===== config.mk =====
export PLATFORM = sky130hd
export DESIGN_NAME = phase_sequence_timer
export DESIGN_NICKNAME = d
export VERILOG_FILES = /design/src/rtl/phase_timer_pkg.sv /design/src/rtl/phase_limit_table.sv /design/src/rtl/phase_sequence_timer.sv
export SDC_FILE = /design/constraint.sdc
export NUM_CORES = 1
export LEC_CHECK = 0
export CAP_MARGIN = 40
export CORE_ASPECT_RATIO = 0.9
export CORE_MARGIN = 2
export CORE_UTILIZATION = 55
export CTS_CLUSTER_DIAMETER = 60
export DETAILED_ROUTE_END_ITERATION = 7
export MAX_ROUTING_LAYER = met4
export PLACE_DENSITY = 0.8
export SYNTH_ARGS = -nofsm -noshare
export SYNTH_HDL_FRONTEND = slang
export SYNTH_HIERARCHICAL = 1
export SYNTH_SLANG_ARGS = --single-unit

===== constraint.sdc =====
create_clock -name clk -period 5.3 [get_ports clk]
set_clock_uncertainty 0.15 [all_clocks]
set_input_delay 1.06 -clock clk [delete_from_list [all_inputs] [get_ports clk]]
set_output_delay 1.06 -clock clk [all_outputs]
set_load 0.005 [all_outputs]

===== src/rtl/phase_timer_pkg.sv =====
// Shared types and reset-default limits for the phase sequence timer.
// Latency: n/a (declarations only).
// Backpressure: n/a.
package phase_timer_pkg;

    typedef enum logic {
        IDLE = 1'b0,
        RUN  = 1'b1
    } state_e;

    function automatic int unsigned DEFAULT_LIMIT(input int unsigned idx);
        case (idx)
            0:       return 100;
            1:       return 200;
            2:       return 150;
            3:       return 120;
            default: return 100;
        endcase
    endfunction

endpackage


===== src/rtl/phase_limit_table.sv =====
// Per-phase limit register file, one write port and one combinational read port.
// Latency: writes visible on the read port the cycle after the strobe.
// Backpressure: none; writes to out-of-range indices are dropped.
module phase_limit_table
    import phase_timer_pkg::*;
#(
    parameter int CNT_W      = 16,
    parameter int NUM_PHASES = 4,
    parameter int PH_W       = $clog2(NUM_PHASES)
) (
    input  logic             clk,
    input  logic             rst_n,
    input  logic             we_i,
    input  logic [PH_W-1:0]  wr_addr_i,
    input  logic [CNT_W-1:0] wr_data_i,
    input  logic [PH_W-1:0]  rd_addr_i,
    output logic [CNT_W-1:0] rd_data_o
);

    logic [CNT_W-1:0] lim_q [NUM_PHASES];

    always_ff @(posedge clk or negedge rst_n) begin
        if (!rst_n) begin
            for (int i = 0; i < NUM_PHASES; i++) begin
                lim_q[i] <= CNT_W'(DEFAULT_LIMIT(unsigned'(i)));
            end
        end else if (we_i && (int'(wr_addr_i) < NUM_PHASES)) begin
            lim_q[wr_addr_i] <= wr_data_i;
        end
    end

    assign rd_data_o = lim_q[rd_addr_i];

endmodule


===== src/rtl/phase_sequence_timer.sv =====
// Times one phase or auto-advances start_phase..NUM_PHASES-1 against a limit table.
// Latency: done pulses are registered, one cycle after the terminal enabled cycle.
// Backpressure: enable low pauses state and count; start ignored while busy.
module phase_sequence_timer
    import phase_timer_pkg::*;
#(
    parameter int CNT_W      = 16,
    parameter int NUM_PHASES = 4,
    parameter int PH_W       = $clog2(NUM_PHASES)
) (
    input  logic             clk,
    input  logic             rst_n,
    input  logic             enable,
    input  logic             start,
    input  logic [PH_W-1:0]  start_phase,
    input  logic             auto_adv,
    input  logic             abort,
    input  logic             cfg_we,
    input  logic [PH_W-1:0]  cfg_addr,
    input  logic [CNT_W-1:0] cfg_data,
    output logic             busy,
    output logic [PH_W-1:0]  phase_cur,
    output logic [CNT_W-1:0] counter_out,
    output logic             phase_done,
    output logic             seq_done
);

    localparam logic [PH_W-1:0] LAST_PHASE = PH_W'(NUM_PHASES - 1);

    state_e           state_q, state_d;
    logic [CNT_W-1:0] count_q, count_d;
    logic [PH_W-1:0]  phase_q, phase_d;
    logic             auto_q, auto_d;
    logic             phase_done_q, phase_done_d;
    logic             seq_done_q, seq_done_d;

    logic [CNT_W-1:0] lim;
    logic [CNT_W:0]   lim_eff;
    logic [CNT_W:0]   cnt_inc;

    phase_limit_table #(
        .CNT_W      (CNT_W),
        .NUM_PHASES (NUM_PHASES),
        .PH_W       (PH_W)
    ) u_table (
        .clk       (clk),
        .rst_n     (rst_n),
        .we_i      (cfg_we),
        .wr_addr_i (cfg_addr),
        .wr_data_i (cfg_data),
        .rd_addr_i (phase_q),
        .rd_data_o (lim)
    );

    // One extra bit keeps count+1 from wrapping at the all-ones limit.
    assign lim_eff = (lim == '0) ? (CNT_W+1)'(1) : {1'b0, lim};
    assign cnt_inc = {1'b0, count_q} + (CNT_W+1)'(1);

    always_comb begin
        state_d      = state_q;
        count_d      = count_q;
        phase_d      = phase_q;
        auto_d       = auto_q;
        phase_done_d = 1'b0;
        seq_done_d   = 1'b0;
        case (state_q)
            IDLE: begin
                if (start && !abort) begin
                    state_d = RUN;
                    count_d = '0;
                    phase_d = start_phase;
                    auto_d  = auto_adv;
                end
            end
            RUN: begin
                if (abort) begin
                    state_d = IDLE;
                    count_d = '0;
                end else if (enable) begin
                    if (cnt_inc >= lim_eff) begin
                        count_d      = '0;
                        phase_done_d = 1'b1;
                        if (auto_q && (phase_q < LAST_PHASE)) begin
                            phase_d = phase_q + PH_W'(1);
                        end else begin
                            seq_done_d = 1'b1;
                            state_d    = IDLE;
                        end
                    end else begin
                        count_d = cnt_inc[CNT_W-1:0];
                    end
                end
            end
            default: state_d = IDLE;
        endcase
    end

    always_ff @(posedge clk or negedge rst_n) begin
        if (!rst_n) begin
            state_q      <= IDLE;
            count_q      <= '0;
            phase_q      <= '0;
            auto_q       <= 1'b0;
            phase_done_q <= 1'b0;
            seq_done_q   <= 1'b0;
        end else begin
            state_q      <= state_d;
            count_q      <= count_d;
            phase_q      <= phase_d;
            auto_q       <= auto_d;
            phase_done_q <= phase_done_d;
            seq_done_q   <= seq_done_d;
        end
    end

    assign busy        = (state_q == RUN);
    assign phase_cur   = phase_q;
    assign counter_out = count_q;
    assign phase_done  = phase_done_q;
    assign seq_done    = seq_done_q;

endmodule


==> impl_metrics.json, run 1 <==
{
  "drt-vias-per-instance": 6.11,
  "hold_depth": 1,
  "dieWidth_um": 101,
  "clk_latency_ns": 0.36,
  "drt.antenna.violating_nets": 0,
  "grt_pass1_vias": 3051,
  "ios": 48,
  "ff2ff_setup_slack_ns": 1.15,
  "drt_wl_total_um": 9250,
  "grt_pass1_wl_um": 15500,
  "criticalPathCategory": "reg2reg",
  "antenna_found_initial": 0,
  "synth_flop_cell": "dfrtp_1",
  "synth.distinct_cells": 51,
  "finalPower_mw": 1.79,
  "ys_top_cells_by_count": "dfrtp_1, mux2_2, ha_1",
  "cts_hold_buffers": 0,
  "power_density_nw_per_um2": 331,
  "timing.slew.headroom_pct": 40.9,
  "top_usage_layer": "met2",
  "place_hpwl_um": 6770,
  "cp-end-kind": "flop",
  "dp_cells": 490,
  "drt_iter0_markers": 109,
  "clk_pin_slew_ns": 0.09,
  "fin_nets": 447,
  "dr.pass1.iters": 4,
  "p_leak_nw": 2.30,
  "rsz0062_at_grt": "false",
  "min_path_type": "reg2reg",
  "hold_viol_final": 0,
  "ys_ff_latch": 86,
  "finalCritPeriodShare_pct": 78.2,
  "final.setup.tns_ns": 0,
  "start_util_pct": 57.1,
  "area_delta_synth_final_pct": 16.8,
  "place.gp.congestion": 0.845,
  "syn_inst": 354,
  "synth_area_um2": 4630,
  "maxSlewViolCount": 0,
  "cts.sinks": 86,
  "p_sw_uw": 501,
  "synth_warnings": 6,
  "h-tree-depth": 3,
  "synth_top_area_share_pct": 38.9,
  "n_antenna_cell": 0,
  "p_seq_share_pct": 46.9,
  "min_from": "u_table/lim_q[15]$_DFFE_PN0P_",
  "period_minus_slack_ns": 4.15,
  "vias": 3094,
  "cts_tree": "yes",
  "wl_per_cell_um": 18.3,
  "ys_seq_area_share_pct": 46.9,
  "numCtsBuffers": 9,
  "pwr-share-comb_pct": 24.8,
  "r2r_start": "phase_cur[1]$_DFFE_PN0P_",
  "globalRouteMet3Util_pct": 4.23,
  "synth_top_area_cell": "dfrtp_1",
  "synth-async-reset-ratio_pct": 100,
  "hold-worst-slack_ns": 0.357,
  "synth_most_common_cell": "dfrtp_1",
  "ff2ff_path_depth": 10,
  "post_cts_resized": 0,
  "drc": 0,
  "core_area_um2": 8110,
  "critPathRequiredTime_ns": 5.45,
  "fillCellCount": 574,
  "rows": 31,
  "cts_buffer_depth": 2,
  "cp_max_fo": 20,
  "synth_edf_count": 0,
  "grt_overflow": 0,
  "cell_internal_pwr_mw": 1.29,
  "synth_area_leaders": "dfrtp_1, mux2_2, dfstp_2, mux4_2, ha_1",
  "cap_violations": 0,
  "dieArea_um2": 9160,
  "cts_root_buf": "clkbuf_8",
  "finalNonFillerCells": 506,
  "clkPwrFrac_pct": 28.3,
  "port_buffers": 47,
  "syn_nets": 399,
  "syn-mean-instance-area_um2": 13.1,
  "worst_setup_path_start_kind": "flop",
  "use_met2_pct": 32.5,
  "whs_endpoint": "u_table/lim_q[15]$_DFFE_PN0P_",
  "critPathArrivalTime_ns": 4.29,
  "grt.total_usage_pct": 22.2,
  "switching_share_pct": 28.0,
  "tightest_slew_ns": 0.887,
  "reg2reg_to": "counter_out[0]$_DFFE_PN0P_",
  "die_h_um": 91.0,
  "max_freq_ghz": 0.241,
  "cts_setup_buffers": 0,
  "setup-violations-final": 0,
  "max-vdd-ir-drop_v": 0.000176,
  "status": "completed",
  "use_met1_pct": 32.1,
  "layout-drive-gt1-share_pct": 31.7,
  "grt_start_max_net_pins": 45
}
## logic make-up (layout without fill, tap and decap cells)
kind of cell	count (synthesis)	count (layout)	share of synthesized area [%]
compound gates	47	47	8.30
xor+xnor	13	13	2.46
fa+ha+maj	18	18	4.87
buf+inv	30	83	3.46
flops	86	86	46.9
mux	82	82	23.9
simple gates	78	78	10.2
## metal layers
| metal | wire, um | vias up |
|---|---|---|
| met2 | 4310 | 83 |
| met4 | 106 | 0 |
| met1 | 4430 | 1579 |
| met3 | 408 | 13 |
| li1 | - | 1419 |
| met5 | 0 | - |
## power groups by stage
stage / combinational [mW] / sequential [mW] / clock (mW)
after global placement: 0.404 / 0.859 / 0
final: 0.444 / 0.839 / 0.507
after floorplan: 0.331 / 0.817 / 0
after CTS: 0.448 / 0.839 / 0.512
after global routing: 0.493 / 0.852 / 0.543
after detailed placement: 0.447 / 0.852 / 0
## stage by stage
step / area [um2] / util [%] / worst slack (ns)
CTS: 5400 / 66.7 / 1.17
finish: 5400 / 66.7 / 1.15
global placement: 5130 / 63.2 / 1.09
detailed placement: 5190 / 64.0 / 1.21
global route: 5400 / 66.7 / 0.942
floorplan: 4630 / - / 1.73
## worst max-delay path by stage
stage / from / endpoint / slack, ns / cells after the start
floorplan: phase_cur[0]$_DFFE_PN0P_ / counter_out[13]$_DFFE_PN0P_ / 1.73 / 13
global placement: phase_cur[0]$_DFFE_PN0P_ / counter_out[0]$_DFFE_PN0P_ / 1.09 / 11
detailed placement: counter_out[0]$_DFFE_PN0P_ / counter_out[0]$_DFFE_PN0P_ / 1.21 / 13
CTS: counter_out[0]$_DFFE_PN0P_ / counter_out[0]$_DFFE_PN0P_ / 1.17 / 13
global route: counter_out[0]$_DFFE_PN0P_ / counter_out[14]$_DFFE_PN0P_ / 0.94 / 13
finish: phase_cur[1]$_DFFE_PN0P_ / counter_out[0]$_DFFE_PN0P_ / 1.15 / 10
## flip-flops by register name, summed over array words and instances (netlist names)
signal / count
auto_q: 1
busy: 1
counter_out: 16
phase_cur: 2
phase_done: 1
seq_done: 1
u_table/lim_q: 64
## area by class of cell
| class | instances | area [um2] | area share, % |
|---|---|---|---|
| clock buffer | 11 | 131 | 2.43 |
| clock inverter | 5 | 83.8 | 1.55 |
| inverter | 16 | 60.1 | 1.11 |
| multi-input combinational | 238 | 2300 | 42.5 |
| sequential | 86 | 2170 | 40.1 |
| tap | 99 | 124 | 2.29 |
| timing repair buffer | 51 | 538 | 9.96 |
## placed cells by master (no fill, tap or decap), drive strengths merged, types with 7 or more instances in the layout
| master | netlist | layout |
|---|---|---|
| dfstp | 14 | 14 |
| mux4 | 16 | 16 |
| a21oi | 8 | 8 |
| a22o | 13 | 13 |
| nand2 | 17 | 17 |
| dfrtp | 72 | 72 |
| mux2 | 66 | 66 |
| nor2 | 15 | 15 |
| clkdlybuf4s50 | 0 | 46 |
| inv | 16 | 17 |
| nand3 | 12 | 12 |
| xnor2 | 7 | 7 |
| ha | 18 | 18 |
| clkbuf | 3 | 11 |
## critical path, cell delays in order, from the launching register on
cell and delay (ns):
dfrtp_1 0.93, mux4_2 0.45, nor4_1 0.45, a41o_1 0.23, ha_1 0.23, nor2b_1 0.12
o21ai_1 0.08, a41oi_1 0.38, a211oi_4 0.18, nor3_4 0.59, mux2_2 0.27
(Power assumes the default switching activity.)
==> inputs of run 2 (changes only) <==
CORE_UTILIZATION = 51   (was 55)
PLACE_DENSITY = 0.78   (was 0.8)
clock period = 3.7 ns   (was 5.3 ns; I/O delays follow)
==> impl_metrics.json, run 2 (synthesized netlist as in run 1, its figures left out) <==
{
  "rsz0062_at_grt": "false",
  "crit_start": "counter_out[1]$_DFFE_PN0P_",
  "ff2ff_path_depth": 14,
  "cts.sinks": 86,
  "layout.cells.most_common_list": "dfrtp_1, mux2_2, clkdlybuf4s50_1",
  "globalRouteMet3Util_pct": 5.31,
  "cts_tree": "yes",
  "fin_nets": 456,
  "core_area_um2": 8690,
  "use_met2_pct": 34.6,
  "drt_iter0_markers": 82,
  "dr.pass1.iters": 4,
  "cts_buffer_depth": 2,
  "top_usage_layer": "met2",
  "final.setup.tns_ns": 0,
  "grt_overflow": 0,
  "cp_max_fo": 16,
  "use_met1_pct": 28.6,
  "ff2ff_setup_slack_ns": 0.29,
  "n_antenna_cell": 0,
  "port_buffers": 47,
  "rows": 32,
  "place.gp.congestion": 0.891,
  "h-tree-depth": 3,
  "final_area_um2": 5500,
  "worst_setup_path_start_kind": "flop",
  "criticalPathCategory": "reg2reg",
  "period_minus_slack_ns": 3.41,
  "regMostFlops": "u_table/lim_q",
  "fin_ws_ns": 0.286,
  "maxSlewViolCount": 0,
  "critPathRequiredTime_ns": 3.84,
  "tightest_slew_ns": 0.536,
  "r2r_start": "counter_out[1]$_DFFE_PN0P_",
  "drt_wl_total_um": 9700,
  "start_util_pct": 53.3,
  "dieArea_um2": 9850,
  "final_common_cell": "dfrtp_1",
  "cts_root_buf": "clkbuf_8",
  "ios": 48,
  "p_leak_nw": 2.34,
  "cap_violations": 0,
  "cts_hold_buffers": 0,
  "endpoint": "counter_out[12]$_DFFE_PN0P_",
  "reg2reg_to": "counter_out[12]$_DFFE_PN0P_",
  "finalCritPeriodShare_pct": 92.3,
  "grt_pass1_wl_um": 16500,
  "antenna_found_initial": 0,
  "critPathArrivalTime_ns": 3.55,
  "min_path_type": "in2async",
  "clk_pin_slew_ns": 0.09,
  "grt_pass1_vias": 3280,
  "area_delta_synth_final_pct": 19.0,
  "drt-vias-per-instance": 5.91,
  "clk_latency_ns": 0.35,
  "die_h_um": 94.4,
  "finalNonFillerCells": 535,
  "drt.antenna.violating_nets": 0,
  "grt_start_max_net_pins": 52,
  "max_freq_ghz": 0.293,
  "fillCellCount": 688,
  "dp_cells": 518,
  "place_hpwl_um": 6990,
  "finalPower_mw": 2.47,
  "drc": 0,
  "dpl_cell_area_um2": 5290,
  "timing.slew.headroom_pct": 64.1,
  "cp-end-kind": "flop",
  "cts_setup_buffers": 0,
  "status": "completed",
  "grt.total_usage_pct": 22.0,
  "wl_per_cell_um": 18.1,
  "vias": 3164,
  "power_density_nw_per_um2": 448,
  "largest_reg_flops": 64,
  "numCtsBuffers": 9,
  "setup-violations-final": 0,
  "final_util_pct": 63.3,
  "layout-drive-gt1-share_pct": 34.4,
  "hold-worst-slack_ns": 0.193,
  "pre_cts_slack_ns": 0.124,
  "dieWidth_um": 104,
  "max-vdd-ir-drop_v": 0.000311,
  "hold_viol_final": 0
}
-- run 2: cell types whose count changed in the layout (fill, tap and decap cells not counted), sizes merged --
cell | before | now
buf | 5 | 13
bufinv | 2 | 0
clkbuf | 11 | 10
clkinv | 0 | 1
clkinvlp | 2 | 3
inv | 17 | 18
nand2 | 17 | 18
-- run 2: metal layers --
metal  up-vias  share of wire, %
met5         -                 0
met4         0               2.2
met3        23               5.2
met2       103                47
met1      1590                45
li1       1448                 -
-- run 2: worst min path at each step --
stage / start / to / slack [ns] / cells past startpoint
floorplan: rst_n / auto_q$_DFFE_PN0P_ / 0.29 / 0
global route: rst_n / counter_out[15]$_DFFE_PN0P_ / 0.22 / 1
finish: rst_n / seq_done$_DFF_PN0_ / 0.19 / 1
CTS: rst_n / seq_done$_DFF_PN0_ / 0.20 / 1
detailed placement: u_table/lim_q[30]$_DFFE_PN0P_ / u_table/lim_q[30]$_DFFE_PN0P_ / 0.34 / 1
global placement: u_table/lim_q[31]$_DFFE_PN0P_ / u_table/lim_q[31]$_DFFE_PN0P_ / 0.33 / 1
-- run 2: timing repair --
action | 4_1_cts | 5_1_grt
gates resized for setup | 0 | 6
hold endpoints to repair | 0 | 0
endpoints found under the setup margin | 0 | 21
-- run 2: final cells by class --
class	instances	area, um2	area share (%)
Tap cell	119	149	2.71
Multi-Input combinational cell	239	2340	42.5
Inverter	16	60.1	1.09
Clock inverter	6	45.0	0.818
Timing Repair Buffer	59	616	11.2
Sequential cell	86	2170	39.4
Clock buffer	10	128	2.32
-- run 2: where the power goes --
part	total, mW	switching [mW]	leakage [nW]	internal [mW]
Clock	0.601	0.353	0.0793	0.248
Sequential	1.18	0.0791	1.04	1.10
Combinational	0.683	0.307	1.22	0.376
Total	2.47	0.740	2.34	1.73
-- run 2: worst max-delay path, cell delays in order, from the launching register on --
cell and delay, ns:
dfrtp_1 0.46, ha_4 0.20, nand3_4 0.10, nor2_2 0.19, nand3_1 0.18, nor2_1 0.17
xor2_1 0.23, ha_1 0.29, a21oi_1 0.13, o21ai_0 0.11, a221oi_2 0.37, nand2_2 0.19
nor3_4 0.23, buf_12 0.17, a221o_1 0.17
==> inputs of run 3 (changes only) <==
SKIP_LAST_GASP = 1   (was unset)
==> results of run 3 <==
Final layout, timing and power as in run 2 (identical DEF).
